[src/rtl/pipe_pkg.sv]
// -----------------------------------------------------------------------------
// pipe_pkg
//   Shared types and defaults for the elastic pipeline stage (pipe_skid_stage)
//   and its storage slot (pipe_slot).
//
//   Contents:
//     stage_state_t      - occupancy of the stage (empty / one entry / full)
//     PIPE_DEFAULT_WIDTH - default payload width
//     PIPE_DEFAULT_CNT_W - default stall-counter width
//     sat_inc()          - saturating increment helper for the stall counter
// -----------------------------------------------------------------------------
package pipe_pkg;

   localparam int PIPE_DEFAULT_WIDTH = 32;
   localparam int PIPE_DEFAULT_CNT_W = 16;

   // Occupancy of the stage. ST_ONE means only the main slot is live.
   // ST_FULL means main and skid are both live, and skid is the younger entry.
   typedef enum logic [1:0] {
      ST_EMPTY = 2'd0,
      ST_ONE   = 2'd1,
      ST_FULL  = 2'd2
   } stage_state_t;

   // Saturating +1 for the stall counter. The operand is limited to 32 bits,
   // which covers any sensible counter width.
   function automatic logic [31:0] sat_inc(input logic [31:0] val,
                                           input logic [31:0] max_val);
      return (val >= max_val) ? max_val : val + 32'd1;
   endfunction

endpackage : pipe_pkg

[src/rtl/pipe_slot.sv]
// -----------------------------------------------------------------------------
// pipe_slot
//   One payload register of the skid stage. It is instantiated twice, once as
//   the main slot and once as the skid slot.
//
//   Parameters:
//     WIDTH       - payload width
//     RESET_VALUE - value loaded on async reset and on synchronous clear
//
//   Ports:
//     clk    in   rising-edge clock
//     reset  in   asynchronous active-low reset
//     clear  in   synchronous clear to RESET_VALUE; takes priority over load
//     load   in   capture d on this edge
//     d      in   WIDTH  next payload
//     q      out  WIDTH  held payload
// -----------------------------------------------------------------------------
module pipe_slot
   import pipe_pkg::*;
#(
   parameter int               WIDTH       = PIPE_DEFAULT_WIDTH,
   parameter logic [WIDTH-1:0] RESET_VALUE = '0
) (
   input  logic             clk,
   input  logic             reset,
   input  logic             clear,
   input  logic             load,
   input  logic [WIDTH-1:0] d,
   output logic [WIDTH-1:0] q
);

   always_ff @(posedge clk or negedge reset) begin
      if (!reset) begin
         q <= RESET_VALUE;
      end else if (clear) begin
         q <= RESET_VALUE;
      end else if (load) begin
         q <= d;
      end
   end

endmodule : pipe_slot

[src/rtl/pipe_skid_stage.sv]
// -----------------------------------------------------------------------------
// pipe_skid_stage
//   Elastic pipeline register with a valid/ready handshake and a 2-entry skid
//   buffer. It is intended to sit between datapath stages (for example IF/ID
//   or ID/EX), with the hazard unit driving flush.
//
//   in_ready and out_valid are decoded from the registered occupancy state
//   only. This means there is no combinational path from out_ready to
//   in_ready. The cost is the extra skid slot, which absorbs the beat that
//   arrives in the same cycle that the downstream stalls.
//
//   Optional feature, enabled by defining the macro PIPE_SKID_STALL_CNT_EN:
//     adds the stall_count output. This is a saturating count of the cycles
//     with out_valid & ~out_ready. Only reset clears it; flush does not.
//
//   Parameters:
//     WIDTH       - payload width (default 32)
//     RESET_VALUE - payload value after reset and after flush
//     CNT_W       - stall counter width (only meaningful with the macro)
//
//   Ports:
//     clk          in   rising-edge clock
//     reset        in   asynchronous active-low reset
//     flush        in   synchronous clear; discards every held entry
//     in_valid     in   upstream has data
//     in_ready     out  stage can accept (state decode only)
//     in_data      in   WIDTH upstream payload
//     out_valid    out  main entry holds data
//     out_ready    in   downstream accepts
//     out_data     out  WIDTH main entry payload
//     stall_count  out  CNT_W (only with PIPE_SKID_STALL_CNT_EN)
// -----------------------------------------------------------------------------
module pipe_skid_stage
   import pipe_pkg::*;
#(
   parameter int               WIDTH       = PIPE_DEFAULT_WIDTH,
   parameter logic [WIDTH-1:0] RESET_VALUE = '0,
   parameter int               CNT_W       = PIPE_DEFAULT_CNT_W
) (
   input  logic             clk,
   input  logic             reset,
   input  logic             flush,
   input  logic             in_valid,
   output logic             in_ready,
   input  logic [WIDTH-1:0] in_data,
   output logic             out_valid,
   input  logic             out_ready,
   output logic [WIDTH-1:0] out_data
`ifdef PIPE_SKID_STALL_CNT_EN
   ,
   output logic [CNT_W-1:0] stall_count
`endif
);

   // Elaboration-time sanity check on the counter width. This check applies
   // in both builds, so the parameter keeps the same meaning in each.
   if (CNT_W < 1 || CNT_W > 32) begin : g_bad_cnt_w
      $error("pipe_skid_stage: CNT_W must be in 1..32");
   end

   stage_state_t     state;
   stage_state_t     state_nxt;
   logic             in_fire;
   logic             out_fire;
   logic             main_ld;
   logic             skid_ld;
   logic [WIDTH-1:0] main_d;
   logic [WIDTH-1:0] main_q;
   logic [WIDTH-1:0] skid_q;

   // Handshake decode uses registered state only.
   assign out_valid = (state != ST_EMPTY);
   assign in_ready  = (state != ST_FULL);
   assign out_data  = main_q;

   assign in_fire  = in_valid & in_ready;
   assign out_fire = out_valid & out_ready;

   // Next-state and slot-load decode.
   // The main slot always holds the oldest entry, so data never overtakes.
   // The skid slot is written only when a beat arrives while the single
   // held beat is stalled. On the way out of ST_FULL, the skid entry moves
   // into main.
   always_comb begin
      state_nxt = state;
      main_ld   = 1'b0;
      skid_ld   = 1'b0;
      main_d    = in_data;
      unique case (state)
         ST_EMPTY: begin
            if (in_fire) begin
               state_nxt = ST_ONE;
               main_ld   = 1'b1;
            end
         end
         ST_ONE: begin
            if (in_fire && out_fire) begin
               main_ld = 1'b1;
            end else if (in_fire) begin
               state_nxt = ST_FULL;
               skid_ld   = 1'b1;
            end else if (out_fire) begin
               // main keeps its stale payload; out_valid masks it
               state_nxt = ST_EMPTY;
            end
         end
         ST_FULL: begin
            // in_ready is low here, so the only event that can occur is
            // a drain.
            if (out_fire) begin
               state_nxt = ST_ONE;
               main_ld   = 1'b1;
               main_d    = skid_q;
            end
         end
         default: begin
            state_nxt = ST_EMPTY;
         end
      endcase
   end

   // Flush overrides any handshake in the same cycle. The incoming beat is
   // dropped. A beat the downstream took in that cycle has still been
   // consumed on its side.
   always_ff @(posedge clk or negedge reset) begin
      if (!reset) begin
         state <= ST_EMPTY;
      end else if (flush) begin
         state <= ST_EMPTY;
      end else begin
         state <= state_nxt;
      end
   end

   pipe_slot #(
      .WIDTH       (WIDTH),
      .RESET_VALUE (RESET_VALUE)
   ) u_main (
      .clk   (clk),
      .reset (reset),
      .clear (flush),
      .load  (main_ld),
      .d     (main_d),
      .q     (main_q)
   );

   pipe_slot #(
      .WIDTH       (WIDTH),
      .RESET_VALUE (RESET_VALUE)
   ) u_skid (
      .clk   (clk),
      .reset (reset),
      .clear (flush),
      .load  (skid_ld),
      .d     (in_data),
      .q     (skid_q)
   );

`ifdef PIPE_SKID_STALL_CNT_EN
   localparam logic [31:0] CNT_MAX = 32'((64'd1 << CNT_W) - 64'd1);

   logic [31:0] cnt_ext;
   logic [31:0] cnt_inc;

   assign cnt_ext = 32'(stall_count);
   assign cnt_inc = sat_inc(cnt_ext, CNT_MAX);

   // Counts stalled cycles, including a stalled flush cycle. Flush does
   // not clear the count, because it measures stage history rather than
   // current contents.
   always_ff @(posedge clk or negedge reset) begin
      if (!reset) begin
         stall_count <= '0;
      end else if (out_valid && !out_ready) begin
         stall_count <= cnt_inc[CNT_W-1:0];
      end
   end
`endif

endmodule : pipe_skid_stage

[config.mk]
export PLATFORM = sky130hd
export DESIGN_NAME = pipe_skid_stage
export DESIGN_NICKNAME = d
export VERILOG_FILES = /design/src/rtl/pipe_pkg.sv /design/src/rtl/pipe_slot.sv /design/src/rtl/pipe_skid_stage.sv
export SDC_FILE = /design/constraint.sdc
export NUM_CORES = 1
export LEC_CHECK = 0
export CAP_MARGIN = 40
export CORE_MARGIN = 2
export CORE_UTILIZATION = 45
export DETAILED_ROUTE_END_ITERATION = 10
export GPL_TIMING_DRIVEN = 0
export PLACE_DENSITY = 0.75
export REMOVE_ABC_BUFFERS = 1
export SLEW_MARGIN = 20
export SYNTH_ARGS = -nofsm -noshare
export SYNTH_HDL_FRONTEND = slang
export SYNTH_HIERARCHICAL = 1
export SYNTH_SLANG_ARGS = --single-unit
[constraint.sdc]
create_clock -name clk -period 1.3 [get_ports clk]
set_input_delay 0.13 -clock clk [delete_from_list [all_inputs] [get_ports clk]]
set_output_delay 0.13 -clock clk [all_outputs]
set_load 0.05 [all_outputs]
==> results of run 1 <==
placed cells by master (no fill, tap or decap), types with 3 or more instances in the layout:
cell             count
mux2_4               4
mux2i_2              4
dfrtp_1             64
buf_6                5
buf_16               3
mux2i_1             61
clkdlybuf4s15_2     32
clkbuf_8            12
buf_12              10
buf_4                7
nor2_1              64
mux2_2              27
clkdlybuf4s50_1     33
cells by family after synthesis:
group / count (synthesis)
flops: 66
mux: 97
simple gates: 72
buf+inv: 18
compound gates: 3
power by group through the flow:
stage	Clock [mW]	Combinational (mW)	Sequential (mW)
detailed placement	0	1.07	2.26
global placement	0	1.06	2.25
finish	1.78	1.19	2.22
CTS	1.81	1.14	2.22
floorplan	0	0.361	2.52
global route	1.90	1.26	2.24
Yosys cell counts:
cell	n
nand3b_4	1
buf_4	3
a211oi_1	1
nand3b_1	2
or3b_2	1
clkbuf_1	6
dfrtp_1	66
or4b_4	1
mux2_1	2
a41oi_2	1
and4bb_2	1
or2b_1	1
buf_6	3
or2_2	1
o21ai_0	1
mux2_2	30
nor2_1	64
mux2i_1	65
buf_12	6
cell type report:
class / count / area [um^2]
clock buffers: 13 / 169
clock inverters: 2 / 35.0
fillers: 512 / 2290
multi-input cells: 174 / 1450
flip-flops and latches: 66 / 1650
well taps: 96 / 120
repair buffers: 94 / 1150
metrics by stage:
step / worst slack, ps / total power [mW]
4_1_cts: -218 / 5.17
3_3_place_gp: -5000 / 3.31
6_report: -260 / 5.20
5_1_grt: -325 / 5.40
2_1_floorplan: -3080 / 2.88
3_5_place_dp: -832 / 3.33
metal layers:
| layer | vias up | routed length (um) | part of all wire [%] |
|---|---|---|---|
| li1 | 1055 | - | - |
| met1 | 1095 | 3540 | 48 |
| met2 | 61 | 3530 | 48 |
| met3 | 9 | 247 | 3.3 |
| met4 | 0 | 91 | 1.2 |
| met5 | - | 0 | 0 |
state kept, by name, indices dropped and copies added, names as in the netlist:
signal and flops:
state 2, u_main/q 32, u_skid/q 32
timing repair:
item / CTS / global route
cloned: 2 / 2
endpoints found under the setup margin: 99 / 68
hold endpoints to repair: 66 / 0
pin swaps: 4 / 4
gates resized for setup: 121 / 7
hold buffers: 1 / 0
buffers inserted: 15 / 3
worst register-to-register path: stages, from the launching register on:
cell and delay (ps):
dfrtp_2 460, nand3b_1 260, o21ai_4 130, buf_12 160, buf_16 130, mux2i_2 220, nor2_1 60
worst max-delay path by stage:
| stage | from | endpoint | slack, ps | cells after the start |
|---|---|---|---|---|
| CTS | state[1] | u_main/q[30] | -220 | 6 |
| floorplan | state[1] | u_main/q[0] | -3080 | 4 |
| global placement | out_ready | u_main/q[3] | -5000 | 5 |
| detailed placement | out_ready | u_main/q[30] | -830 | 6 |
| finish | state[1] | u_main/q[17] | -260 | 6 |
| global route | state[1] | u_main/q[28] | -320 | 6 |
==> impl_results.md, run 1 <==
* Outcome: complete, but fails checks
* Violated checks: negative setup slack
* RSZ-0062 raised after global routing: true
* Mean routed wirelength per cell at 16.7 um
* Post-placement cell area at 3930 um^2
* ANT cells at 0
* Hpwl dp at 3930 um
* Largest delay contributor family on the critical path: flip-flops
* Grt peak-use layer: met2
* Int Pwr at 3.74 mW
* # DRC at 0
* Max VDD drop at 0.664 mV
* Psw at 1.46 mW
* Final Non-Filler Cells at 445
* Worst-case clock skew at 9.49 ps
* Synthesized flop and latch total at 66
* Worst r2r src: state[1]
* Largest family of logic cells by synthesized area: multiplexers
* Detailed-route via count at 2,220
* Initial antenna violation count at 0
* Vias per cell at 4.99
* Placed Cells at 407
* Min-delay worst type: input pin to async pin
* Mux cell area share after synthesis at 31.5%
* R2R cell count at 6
* Max Cap Viol at 0
* Final setup margin at -260 ps
* Met2 Use GR at 32.3%
* FF-to-FF End: u_main/q[17]
* Post-layout util at 66.6%
* Die area at 7830 um^2
* CP max FO at 6
* GRT Overall Usage at 19.9%
* Setup TNS at -12,200 ps
* Hold Vio Cnt, Final at 0
* GR Util met1 at 26.6%
* Hold Slack at 178 ps
* Root Driver: clkbuf_8
* Ordered list of cells on the worst path: nand3b_1, o21ai_4, buf_12, buf_16, mux2i_2, nor2_1
* Core area at 6870 um^2
* Crit-path slowest cell: dfrtp_2
* Met3 GRT Util at 3.82%
* First-pass GRT wire length at 11,800 um
* Share of cells above drive strength 1 at 34.1%
* Critical Path Start Type: flip-flop
* GR Overflow Total at 0
* Fin nets at 382
* Post-Synth Adder-Cell Area at 0%
* Sequential-to-total area share from yosys stat at 51.4%
* Ys Warns at 6
* Starting density of the core at 46.8%
* Drt first pass iters at 4
* Clock sink count at 66
* Worst EP required at 1490 ps
* Fmax at 0.641 GHz
* Flop pwr share at 42.8%
* Initial DRC Count at 97
* Minimum clock period after layout at 1560 ps
* Area growth from synthesis to layout at 42.4%
* Die Span X at 88.5 um
* Crit path DAT at 1750 ps
* Worst-margin pin slew at 700 ps
* Ratio of final minimum period to clock period at 120%
* Crit end category: flip-flop
* WL final at 7410 um
* PwrDens at 1140 nW/um^2
* Lkg Pwr at 2.09 nW
* Post-Syn Area at 3210 um^2
* Final Max Tran Viols at 0
* Clk pwr share at 34.3%
* Ports at 71
* Row cnt at 30
* Xor-xnor portion of the synthesized cell area at 0%
* Fin area at 4580 um^2
* Reg clk slew, reported paths at 70 ps
* Final ANT Viol Nets at 0
* CP bufs+invs at 2
* Largest net degree at the start of global routing at 67
* Cells after Synth at 256
* Post-synthesis simple-gate area fraction at 10.1%
* R2r setup slk at -260 ps
* Port bufs at 70
* Die height at 88.5 um
* Clk_lat worst skew at 340 ps
* WS Path Type: flip-flop to flip-flop
* Gate power share at 22.9%
* Switching share of power at 28.1%
* H-tree depth at 3
* Number of global-route vias before repair at 2,400
* Top cells by area, synth: dfrtp_1 (51%), mux2i_1 (20%), mux2_2 (11%), nor2_1 (7.5%), buf_12 (3.7%)
* Mean post-synth cell area at 12.6 um^2
* Compound-gate portion of the synthesized area at 0.895%
* Final Setup Violations at 68
* Critical path's largest stage delay at 460 ps
* Clk buf depth at 2
* Post-synth cell types at 19
* TritonCTS clock tree: done
* Area leader, netlist: dfrtp_1
* Yosys top cell area share at 51.4%
* Slew HR at 53.4%
* Placer Congestion at 0.684
* Inserted Clock Buffers at 9
(Power assumes the default switching activity.)
==> run 2: changes to the inputs <==
- CORE_UTILIZATION: 45 -> 46
- PLACE_DENSITY: 0.75 -> 0.77
==> run 2 against run 1 <==
Die area down 2.1%. Clock skew up 1.2 ps. Wire length down 2.3%. The run still ends with negative setup slack left.
==> impl_results.md, run 2 (synthesis gave the netlist of run 1 again) <==
* Outcome: complete, but fails checks
* Violated checks: negative setup slack
* Drt first pass iters at 4 (unchanged)
* Initial DRC Count at 106 (+9.3%)
* Max Cap Viol at 0 (unchanged)
* Clk pwr share at 31.3% (-3.0 points)
* Setup TNS at -15,400 ps (-3200 ps)
* WS Path Type: flip-flop to flip-flop
* Int Pwr at 3.41 mW (-8.8%)
* Min-delay worst type: input pin to async pin
* Hold Vio Cnt, Final at 0 (unchanged)
* Psw at 1.50 mW (+2.5%)
* Port bufs at 70 (unchanged)
* Commonest non-fill, non-tap cells in the layout: dfrtp_1 (64), nor2_1 (63), mux2i_1 (61), clkdlybuf4s50_1 (33), clkdlybuf4s15_2 (32)
* Gate power share at 23.4% (+0.5 points)
* Die height at 87.6 um (-1.0%)
* WL final at 7240 um (-2.3%)
* Core area at 6790 um^2 (-1.1%)
* Reg clk slew, reported paths at 70 ps (about the same)
* Mean routed wirelength per cell at 16.2 um (-2.5%)
* Worst-margin pin slew at 693 ps (-6.08 ps)
* Hpwl dp at 3750 um (-4.6%)
* CP max FO at 6 (unchanged)
* Fin nets at 382 (unchanged)
* Post-layout util at 67.0% (+0.37 points)
* Lkg Pwr at 2.07 nW (-0.73%)
* TritonCTS clock tree: done
* Area growth from synthesis to layout at 41.6%
* PwrDens at 1080 nW/um^2 (-5.1%)
* GR Overflow Total at 0 (unchanged)
* Fmax at 0.635 GHz (-1.0%)
* Final Max Tran Viols at 0 (unchanged)
* Die area at 7670 um^2 (-2.1%)
* R2r setup slk at -280 ps (-20 ps)
* Clock sink count at 66 (unchanged)
* Slew HR at 53.8% (+0.41 points)
* Fill cell count at 509 (-0.59%)
* Minimum clock period after layout at 1580 ps (+15.8 ps)
* Met2 WL at 3290 um (-6.9%)
* Final ANT Viol Nets at 0 (unchanged)
* RSZ-0062 raised after global routing: true
* Commonest non-fill, non-tap cell in the layout: dfrtp_1
* Share of cells above drive strength 1 at 34.9% (+0.76 points)
* Final Setup Violations at 67 (-1.5%)
* Worst EP required at 1490 ps (about the same)
* Crit path DAT at 1770 ps (+20 ps)
* ANT cells at 0 (unchanged)
* Detailed-route via count at 2,240 (+0.90%)
* Final setup margin at -276 ps (-15.8 ps)
* Placer Congestion at 0.667 (-2.5%)
* Highest metal used: met4
* Crit end category: flip-flop
* Largest net degree at the start of global routing at 67 (unchanged)
* Inserted Clock Buffers at 9 (unchanged)
* Critical Path Start Type: flip-flop
* Worst-case clock skew at 10.7 ps (+1.16 ps)
* Vias per cell at 5.02 (+0.67%)
* FF-to-FF End: u_skid/q[26]
* Flop pwr share at 45.3% (+2.5 points)
* # DRC at 0 (unchanged)
* Ports at 71 (unchanged)
* Clk_lat worst skew at 350 ps (about the same)
* R2R cell count at 5 (-1)
* Worst r2r src: state[1]
* Metal1 wirelength at 3490 um (-1.4%)
* Metal3 WL at 343 um (+39%)
* GRT Overall Usage at 18.7% (-1.1 points)
* Initial antenna violation count at 0 (unchanged)
* Ratio of final minimum period to clock period at 121% (+1.2 points)
* Root Driver: clkbuf_8
* Largest registers: u_main/q: 32 flops, u_skid/q: 32 flops, state: 2 flops
* H-tree depth at 3 (unchanged)
* Switching share of power at 30.5% (+2.4 points)
* Number of global-route vias before repair at 2,249 (-6.3%)
* Max VDD drop at 0.638 mV (-3.9%)
* Clk buf depth at 2 (unchanged)
* Row cnt at 30 (unchanged)
* Die Span X at 87.6 um (-1.0%)
* DP Worst Slack at -752 ps (+79.8 ps)
* First-pass GRT wire length at 10,900 um (-7.3%)
* Starting density of the core at 47.3% (+0.52 points)
[run 2: cell count changes in the layout (fill, tap and decap cells not counted), sizes merged]
cell      previous run  this run
buf                 25        22
clkinv               1         3
clkinvlp             0         2
bufinv               1         0
clkbuf              15        16
[run 2: worst max-delay path by stage]
stage / from / endpoint / slack, ps
after floorplan: state[1] / u_main/q[0] / -3080
after global placement: out_ready / u_main/q[4] / -5010
after detailed placement: out_ready / u_main/q[28] / -750
after CTS: state[1] / u_main/q[24] / -230
after global routing: state[1] / u_main/q[19] / -340
final: state[1] / u_skid/q[26] / -280
[run 2: metrics by stage]
step / hold slack [ps] / cells / cell area (um^2) / total power, mW
final: 200 / 446 / 4550 / 4.90
after CTS: 195 / 439 / 4380 / 4.88
after global placement: 493 / 404 / 3840 / 3.31
after floorplan: -166 / 238 / 3020 / 2.88
after detailed placement: 30.4 / 407 / 3930 / 3.32
after global routing: 232 / 446 / 4550 / 5.12
[run 2: final cells by class]
type | instances | area (um^2) | area share (%)
Clock buffer | 11 | 141 | 3.11
Clock inverter | 5 | 30.0 | 0.660
Multi-Input combinational cell | 174 | 1480 | 32.5
Sequential cell | 66 | 1650 | 36.3
Tap cell | 96 | 120 | 2.64
Timing Repair Buffer | 94 | 1130 | 24.8
[run 2: what timing repair did]
item | 4_1_cts | 5_1_grt
setup buffers | 13 | 3
gates cloned | 2 | 4
endpoints found under the setup margin | 99 | 68
pin swaps | 4 | 2
hold buffers | 1 | 0
gates resized for setup | 122 | 18
hold endpoints to repair | 66 | 0
[run 2: power groups by stage]
stage                     sequential, mW  combinational, mW  clock [mW]
after floorplan                     2.52              0.361           0
after global placement              2.25               1.06           0
after detailed placement            2.26               1.06           0
after CTS                           2.22               1.10        1.56
after global routing                2.23               1.22        1.66
final                               2.22               1.15        1.53
[run 2: metal layers]
layer	track usage [%]	vias up
met5	0	-
met4	8.25	0
met3	3.86	12
met2	29.0	75
met1	25.7	1091
li1	-	1062
[run 2: worst max-delay path: stages, from the launching register on]
cell       delay, ps
dfrtp_2          470
buf_6            150
and4bb_4         370
clkbuf_16        170
mux2i_1          200
nor2_1            60
==> run 3: changes to the inputs <==
- CORE_UTILIZATION: 46 -> 29
- PLACE_DENSITY: 0.77 -> unset
==> run 3 against run 2 <==
Largest cell class unchanged. Cell count grew 12%. Clock-buffer cell count grew 1. Sequential power is essentially flat. Final area grew 6.4%. Clock power grew 10%. Register-to-register slack lost 70 ps. Sequential share of layout area shrank 2.2 points. First-iteration DRC count shrank 17%. The run still ends with negative setup slack left. Worst hold slack gained 51 ps. Clock skew grew 2.8 ps. Non-clock buffer count grew 12. Setup slack lost 69 ps.
==> impl_results.md, run 3 (synthesis gave the netlist of run 1 again) <==
* Total power at 5.18 mW (+5.6%)
* Starting density of the core at 29.7% (-18 points)
* Fmax at 0.608 GHz (-4.2%)
* Slew HR at 52.9% (-0.92 points)
* Fin nets at 394 (+3.1%)
* Crit-path slowest cell: or4b_4
* Final Setup Violations at 68 (+1.5%)
* Row cnt at 38 (+27%)
* Reg clk slew, reported paths at 80 ps (about the same)
* Root Driver: clkbuf_8
* Die Span X at 109 um (+25%)
* CP max FO at 7 (+1)
* Lkg Pwr at 2.31 nW (+11%)
* WS Path Type: flip-flop to flip-flop
* Fill cell count at 1,028 (+100%)
* Vias per cell at 4.61 (-8.2%)
* Clk_lat worst skew at 340 ps (about the same)
* Final setup margin at -345 ps (-69.0 ps)
* Minimum clock period after layout at 1640 ps (+69.0 ps)
* Max Cap Viol at 0 (unchanged)
* Worst-margin pin slew at 707 ps (+13.8 ps)
* GR Overflow Total at 0 (unchanged)
* Mean routed wirelength per cell at 17.1 um (+5.2%)
* GRT Overall Usage at 14.8% (-3.9 points)
* Core area at 10,800 um^2 (+60%)
* Critical Path Start Type: flip-flop
* Clock sink count at 66 (unchanged)
* Die area at 11,900 um^2 (+56%)
* Share of cells above drive strength 1 at 35.7% (+0.88 points)
* Reg area at 1650 um^2 (unchanged)
* Final Max Tran Viols at 0 (unchanged)
* Clk buf depth at 2 (unchanged)
* Port bufs at 70 (unchanged)
* Area of the multi-input gates at 1550 um^2 (+4.6%)
* ANT cells at 0 (unchanged)
* Drt first pass iters at 4 (unchanged)
* Min-delay worst type: input pin to async pin
* Ports at 71 (unchanged)
* Crit end category: flip-flop
* Inserted Clock Buffers at 9 (unchanged)
* Commonest non-fill, non-tap cells in the layout: nor2_1 (64), dfrtp_1 (64), mux2i_1 (63), clkdlybuf4s50_1 (33)
* Largest registers: u_main/q: 32 flops, u_skid/q: 32 flops, state: 2 flops
* Ordered list of cells on the worst path: buf_6, buf_4, buf_6, or4b_4, a41oi_2
* PwrDens at 1070 nW/um^2 (-0.82%)
* Final Non-Filler Cells at 501 (+12%)
* H-tree depth at 3 (unchanged)
* Worst EP required at 1540 ps (+50 ps)
* Post-placement cell area at 3980 um^2 (+1.2%)
* CP bufs+invs at 3 (+1)
* WL final at 8560 um (+18%)
* Hold Slack at 251 ps (+50.9 ps)
* Worst-case clock skew at 13.5 ps (+2.82 ps)
* Critical path's largest stage delay at 530 ps (+60 ps)
* First-pass GRT wire length at 13,200 um (+21%)
* Final ANT Viol Nets at 0 (unchanged)
* Fin area at 4840 um^2 (+6.4%)
* # DRC at 0 (unchanged)
* Die height at 109 um (+25%)
* Crit path DAT at 1880 ps (+110 ps)
* Area growth from synthesis to layout at 50.7%
* RSZ-0062 raised after global routing: true
* Placed Cells at 451 (+11%)
* Ratio of final minimum period to clock period at 127% (+5.3 points)
* Initial antenna violation count at 0 (unchanged)
* TritonCTS clock tree: done
* Initial DRC Count at 88 (-17%)
* Largest net degree at the start of global routing at 67 (unchanged)
* Outcome: complete, but fails checks
* Most frequent CP cell: buf_6
* Hpwl dp at 4110 um (+9.8%)
* Largest delay contributor family on the critical path: simple AND/OR/NAND/NOR gates
* Max VDD drop at 0.505 mV (-21%)
* Hold Vio Cnt, Final at 0 (unchanged)
* Violated checks: negative setup slack
* Number of global-route vias before repair at 2,420 (+7.6%)
* Placer Congestion at 0.628 (-5.8%)
* Detailed-route via count at 2,310 (+3.1%)
[run 3: report_power, final]
part / switching, mW / total (mW) / internal, mW
Sequential: 0.0619 / 2.22 / 2.16
Clock: 0.766 / 1.69 / 0.924
Combinational: 0.668 / 1.27 / 0.599
Total: 1.50 / 5.18 / 3.68
[run 3: timing repair]
| action | CTS | global route |
|---|---|---|
| endpoints found under the setup margin | 99 | 68 |
| hold endpoints to repair | 27 | 0 |
| resized for setup | 141 | 21 |
| gates cloned | 5 | 1 |
| pin swaps | 4 | 4 |
| hold buffers | 1 | 0 |
| setup buffers | 25 | 5 |
[run 3: per-stage QoR]
| step | utilization [%] | setup TNS [ps] | setup WS [ps] |
|---|---|---|---|
| after floorplan | - | -113360 | -3080 |
| after detailed placement | 36.7 | -49320 | -794 |
| after global routing | 44.7 | -21740 | -420 |
| after CTS | 43.9 | -15610 | -296 |
| final | 44.7 | -18140 | -345 |
| after global placement | 35.9 | -365950 | -5250 |
[run 3: metal layers]
| layer | GRT usage, % | part of all wire [%] | up-vias |
|---|---|---|---|
| met2 | 23.6 | 46 | 57 |
| li1 | - | - | 1082 |
| met1 | 20.0 | 48 | 1161 |
| met5 | 0 | 0 | - |
| met4 | 5.15 | 1.2 | 0 |
| met3 | 3.05 | 4.5 | 10 |
[run 3: layout make-up]
class,count,share of cell area (%)
clock buffer,12,3.00
sequential,66,34.1
clock inverter,3,0.826
multi-input combinational,174,31.9
timing repair buffer,106,26.5
tap,140,3.62
[run 3: worst paths after layout]
check | cells past startpoint | from | end | slack, ps
max in group asynchronous | 3 | reset | state[1] | 480
hold / removal | 2 | reset | u_main/q[4] | 250
min in group clk | 2 | flush | u_main/q[30] | 330
hold reg to reg | 2 | u_main/q[29] | u_main/q[29] | 520
setup / recovery | 5 | state[1] | state[0] | -340
setup reg to reg | 5 | state[1] | state[0] | -340
